`src/rtl/reg_port_master.sv`:
```
// ---------------------------------------------------------------------------
// reg_port_master
//
// Purpose:
//   Initiator for a single-register write/read port. Upstream commands
//   arrive on a valid/ready handshake. Each command is turned into a
//   one-cycle write (reg_choice = 0) or a two-cycle read sequence
//   (issue + capture). One response per command is returned on a second
//   valid/ready handshake. Only one command is in flight at a time.
//
// Optional feature (compile-time macro):
//   REG_PORT_MASTER_WRITE_VERIFY_EN
//     Defined   : every write is followed by a read-back. rsp_rdata carries
//                 the read-back value. rsp_error flags a mismatch against
//                 the written data.
//     Undefined : write responses carry rsp_rdata = 0 and rsp_error = 0.
//
// Parameters:
//   WIDTH  - data width of the command, register and response buses
//   CNT_W  - width of the completed-transaction counter
//
// Ports:
//   clk        in   clock, all state updates on the rising edge
//   reset      in   asynchronous, active-low reset
//   cmd_valid  in   command present
//   cmd_ready  out  master can accept a command (registered, IDLE only)
//   cmd_write  in   1 = write, 0 = read
//   cmd_wdata  in   write data, sampled on accept
//   rsp_valid  out  response present
//   rsp_ready  in   downstream takes the response
//   rsp_rdata  out  read data (0 for write responses unless verifying)
//   rsp_error  out  write-verify mismatch flag
//   reg_wdata  out  register write port
//   reg_choice out  register choice: 0 = write, 1 = read
//   reg_rdata  in   register read port, updated on edges where choice = 1
//   txn_count  out  completed-response counter, wraps silently
// ---------------------------------------------------------------------------
module reg_port_master #(
    parameter int unsigned WIDTH = 16,
    parameter int unsigned CNT_W = 16
) (
    input  logic             clk,
    input  logic             reset,
    input  logic             cmd_valid,
    output logic             cmd_ready,
    input  logic             cmd_write,
    input  logic [WIDTH-1:0] cmd_wdata,
    output logic             rsp_valid,
    input  logic             rsp_ready,
    output logic [WIDTH-1:0] rsp_rdata,
    output logic             rsp_error,
    output logic [WIDTH-1:0] reg_wdata,
    output logic             reg_choice,
    input  logic [WIDTH-1:0] reg_rdata,
    output logic [CNT_W-1:0] txn_count
);

    typedef enum logic [2:0] {
        IDLE,
        WRITE,
        RD_ISSUE,
        RD_CAPTURE,
        RESP
    } state_t;

    state_t state;

`ifdef REG_PORT_MASTER_WRITE_VERIFY_EN
    // Distinguishes a verifying write from a plain read once both share
    // the RD_ISSUE/RD_CAPTURE path.
    logic is_write;
`endif

    // All outputs are registered. reg_choice is loaded with the value the
    // *next* state needs, so it is already correct during that state's cycle.
    always_ff @(posedge clk or negedge reset) begin
        if (!reset) begin
            state      <= IDLE;
            cmd_ready  <= 1'b0;
            rsp_valid  <= 1'b0;
            rsp_rdata  <= '0;
            rsp_error  <= 1'b0;
            reg_choice <= 1'b1;
            reg_wdata  <= '0;
            txn_count  <= '0;
`ifdef REG_PORT_MASTER_WRITE_VERIFY_EN
            is_write   <= 1'b0;
`endif
        end else begin
            case (state)
                IDLE: begin
                    reg_choice <= 1'b1;
                    if (cmd_valid && cmd_ready) begin
                        cmd_ready <= 1'b0;
`ifdef REG_PORT_MASTER_WRITE_VERIFY_EN
                        is_write  <= cmd_write;
`endif
                        if (cmd_write) begin
                            // reg_wdata doubles as the latched write data;
                            // it is left unchanged by reads.
                            reg_wdata  <= cmd_wdata;
                            reg_choice <= 1'b0;
                            state      <= WRITE;
                        end else begin
                            state <= RD_ISSUE;
                        end
                    end else begin
                        // First edge after reset release raises cmd_ready,
                        // so acceptance can only happen from the second edge.
                        cmd_ready <= 1'b1;
                    end
                end

                WRITE: begin
                    // The register stores reg_wdata at the end of this cycle.
                    reg_choice <= 1'b1;
`ifdef REG_PORT_MASTER_WRITE_VERIFY_EN
                    state <= RD_ISSUE;
`else
                    rsp_rdata <= '0;
                    rsp_error <= 1'b0;
                    rsp_valid <= 1'b1;
                    state     <= RESP;
`endif
                end

                RD_ISSUE: begin
                    // The register drives reg_rdata at the end of this cycle.
                    reg_choice <= 1'b1;
                    state      <= RD_CAPTURE;
                end

                RD_CAPTURE: begin
                    reg_choice <= 1'b1;
                    rsp_rdata  <= reg_rdata;
`ifdef REG_PORT_MASTER_WRITE_VERIFY_EN
                    rsp_error  <= is_write && (reg_rdata != reg_wdata);
`else
                    rsp_error  <= 1'b0;
`endif
                    rsp_valid  <= 1'b1;
                    state      <= RESP;
                end

                RESP: begin
                    // rsp_rdata/rsp_error are untouched here, so they stay
                    // stable for as long as rsp_ready is held low.
                    reg_choice <= 1'b1;
                    if (rsp_ready) begin
                        rsp_valid <= 1'b0;
                        txn_count <= txn_count + 1'b1;
                        cmd_ready <= 1'b1;
                        state     <= IDLE;
                    end
                end

                default: begin
                    state      <= IDLE;
                    reg_choice <= 1'b1;
                    rsp_valid  <= 1'b0;
                    cmd_ready  <= 1'b0;
                end
            endcase
        end
    end

endmodule
```
`config.mk`:
```
export PLATFORM = sky130hd
export DESIGN_NAME = reg_port_master
export DESIGN_NICKNAME = d
export VERILOG_FILES = /design/src/rtl/reg_port_master.sv
export SDC_FILE = /design/constraint.sdc
export NUM_CORES = 1
export LEC_CHECK = 0
export CORE_MARGIN = 8
export CORE_UTILIZATION = 46
export DETAILED_ROUTE_END_ITERATION = 8
export PLACE_DENSITY = 0.84
export SETUP_SLACK_MARGIN = 0.1
export SYNTH_ARGS = -nofsm -noshare
export SYNTH_HDL_FRONTEND = slang
export SYNTH_SLANG_ARGS = --single-unit
```
`constraint.sdc`:
```
create_clock -name clk -period 4.1 [get_ports clk]
set_input_delay 1.025 -clock clk [delete_from_list [all_inputs] [get_ports clk]]
set_output_delay 1.025 -clock clk [all_outputs]
set_load 0.01 [all_outputs]
```
==> results.md <==
- Arr. time, crit path: 2.67 ns
- IO Pins: 89
- CP Max Fanout: 17
- P_leak: 1.390 nW
- Critical Path RT: 4.28 ns
- FF-to-FF Start: state[1]$_DFFE_PN0P_
- Fin crit period: 2.482 ns
- Post-Syn Area: 2225 sq um
- Crit end category: flop
- Initial Utilization: 47.41%
- Pin count of the biggest net entering global routing: 55
- Hold Fails Final Rpt: 0
- Layout cells sized above 1: 5.054%
- GP Congestion: 0.7751
- NumNets Final: 314
- Row count: 25
- Setup bufs post-CTS: 0
- FF-to-FF path depth: 3
- Gate power share: 40.2%
- Post-CTS Hold Fix Bufs: 0
- Wirelength per Cell: 15.52 um
- Worst-path clk slew: 0.09 ns
- Int Power: 1.382 mW
- Hpwl dp: 3.857 mm
- Yosys reg bits: 54
- Final setup vio count: 0
- CP startpoint kind: input port
- CTS Sinks: 54
- Clk_skew: 0.003167 ns
- Final Cycle Share: 60.53%
- Number of max-cap violations: 0
- DRC viols: 0
- Post-synthesis sequential area ratio: 60.80%
- Worst hold start: txn_count[15]$_DFFE_PN0P_
- N_diodes: 0
- Die area: 7317 sq um
- Cts bufs inserted: 5
- Total global routing overflow: 0
- Critical Path Sink: reg_wdata[15]$_DFFE_PN0P_
- R2R Path End: reg_wdata[15]$_DFFE_PN0P_
- Max Clock Freq: 0.4029 GHz
- Hold slack: 0.4735 ns
- Pwr dens: 637.9 nW/um^2
- Worst Max-Slew Pin Slew: 1.036 ns
- Initial DRT Pass Iterations: 3
- Clk buf depth: 2
- CTS tree: done
- IR drop worst, VDD: 0.3087 mV
- Post-Synthesis Cells: 191
- Core area: 4692 sq um
- Sw Share: 32.61%
- Slew Limit Headroom: 30.96%
- Post-route antenna net violation count: 0
- 1st-iter DRT viols: 49
- Power share of the clock group: 16.2%
- Reg-to-reg setup timing slack: 1.86 ns
- Port Buffer Count: 87
- Drt total wl: 5.138 mm
- Via count: 1653
- Sum Neg Setup Slack: 0 ns
- Area grow syn2layout: 44.54%
- Setup crit start: cmd_valid
- Unrepaired setup endpoints after global routing: false
- Die Ht: 85.54 um
- Post-CTS Resized: 0
- Root Driver: clkbuf_8
- Clock Latency Late Sink: 0.30 ns
- Die width: 85.54 um
- Sequential power share: 43.6%
- Status: finished clean
- Crit Path Class: in2reg
- Gr usage total: 14.65%
- Synth unique cells: 32
- Hold Path Class: reg2reg
- Initial antenna violation count: 0
- H-tree levels: 2
- Final Slew Violations: 0
- Vias per std cell: 4.994
- Global-route wire length before repair: 8.700 mm
- Yosys warnings: 0
- P_sw: 0.6689 mW
- Number of global-route vias before repair: 1785
- Post-Syn Area per Cell: 11.65 sq um
- Syn nets: 229
==> cell families after synthesis <==
logic type                 count (synthesis)  share of synthesized area (%)
and+or+nand+nor                           68                          15.47
muxes                                     17                          8.605
AOI/OAI and AO/OA                         22                          5.287
other                                      1                         0.1686
buffers and inverters                     13                          3.206
DFF                                       54                          60.80
adders and majority gates                  1                         0.5623
xor gates and xnor gates                  15                          5.906
==> power by group through the flow <==
stage / registers [mW] / logic (mW) / clock network [mW]
detailed placement: 0.906 / 0.840 / 0
floorplan: 0.952 / 0.300 / 0
global placement: 0.899 / 0.822 / 0
global route: 0.929 / 0.912 / 0.364
CTS: 0.897 / 0.844 / 0.343
finish: 0.895 / 0.824 / 0.332
==> state kept, by name, summed over array words and instances (netlist names) <==
register	flops
cmd_ready	1
reg_choice	1
reg_wdata	16
rsp_rdata	16
rsp_valid	1
state	3
txn_count	16
==> critical path: stages <==
cell,delay [ns]
clkdlybuf4s50_1,0.53
and4_1,0.72
mux2_1,0.39
==> routing by layer <==
metal	GRT usage (%)	part of all wire, %
met5	0	0
met4	3.981	1.3
met3	5.635	7.4
met2	25.25	50
met1	16.48	41
==> Yosys cell counts <==
master,number,share of area [%]
nand4_1,2,0.56
dfstp_2,1,1.2
and3_1,4,1.1
a21oi_1,1,0.22
a31oi_1,3,0.84
nand4_4,1,0.96
xor2_1,6,2.4
nand3_1,6,1.3
o31ai_1,1,0.34
and2_1,1,0.28
xnor2_1,9,3.5
and4bb_1,1,0.56
nor2_1,6,1.0
ha_1,1,0.56
inv_1,2,0.34
nand2b_1,2,0.56
nor4_2,1,0.56
conb_1,1,0.17
clkbuf_1,5,0.84
dfrtp_1,53,60
o21ai_1,9,2.0
nor3_1,3,0.67
and4_1,3,1.2
o22ai_1,1,0.28
buf_4,4,1.3
or3_1,1,0.28
nand2_1,36,6.1
o21ai_0,7,1.6
buf_6,1,0.51
mux2_1,17,8.6
nor2b_1,1,0.28
inv_2,1,0.17
==> worst min path at each step <==
stage / slack (ns) / cells after the start / endpoint
after floorplan: 0.50 / 1 / txn_count[15]$_DFFE_PN0P_
after global placement: 0.46 / 2 / rsp_rdata[9]$_DFFE_PN0P_
after detailed placement: 0.47 / 1 / txn_count[15]$_DFFE_PN0P_
after CTS: 0.48 / 1 / txn_count[15]$_DFFE_PN0P_
after global routing: 0.49 / 1 / txn_count[15]$_DFFE_PN0P_
final: 0.47 / 1 / txn_count[15]$_DFFE_PN0P_
==> placed cells by master, fill, tap and decap left out <==
| cell | n |
|---|---|
| o21ai_1 | 9 |
| clkdlybuf4s50_1 | 86 |
| nand4_1 | 2 |
| nand4_4 | 1 |
| nor2_1 | 6 |
| a31oi_1 | 3 |
| inv_1 | 2 |
| buf_4 | 1 |
| mux2_1 | 17 |
| nor4_2 | 1 |
| inv_2 | 1 |
| o22ai_1 | 1 |
| nor2b_1 | 1 |
| conb_1 | 1 |
| ha_1 | 1 |
| dfstp_2 | 1 |
| o31ai_1 | 1 |
| xnor2_1 | 9 |
| and3_1 | 4 |
| nor3_1 | 3 |
| and4_1 | 3 |
| nand3_1 | 6 |
| and2_1 | 1 |
| o21ai_0 | 7 |
| buf_2 | 1 |
| nand2b_1 | 2 |
| and4bb_1 | 1 |
| or3_1 | 1 |
| nand2_1 | 36 |
| clkbuf_8 | 8 |
| a21oi_1 | 1 |
| dfrtp_1 | 53 |
| xor2_1 | 6 |
==> cell type report <==
cell class	instances	area, sq um
Fill cell	382	1476
Sequential cell	54	1353
Timing Repair Buffer	88	873.3
Multi-Input combinational cell	124	800.8
Clock buffer	8	110.1
Tap cell	54	67.56
Inverter	3	11.26
==> metrics by stage <==
step,area (sq um),cells,setup slack [ns],power (mW),utilization (%)
after global routing,3216,331,1.552,2.205,68.53
after global placement,3105,323,1.341,1.721,66.19
after CTS,3216,331,1.626,2.084,68.53
final,3216,331,1.618,2.051,68.53
after detailed placement,3105,323,1.315,1.746,66.19
after floorplan,2225,191,2.116,1.252,-
Power figures use the tool's default switching activity.
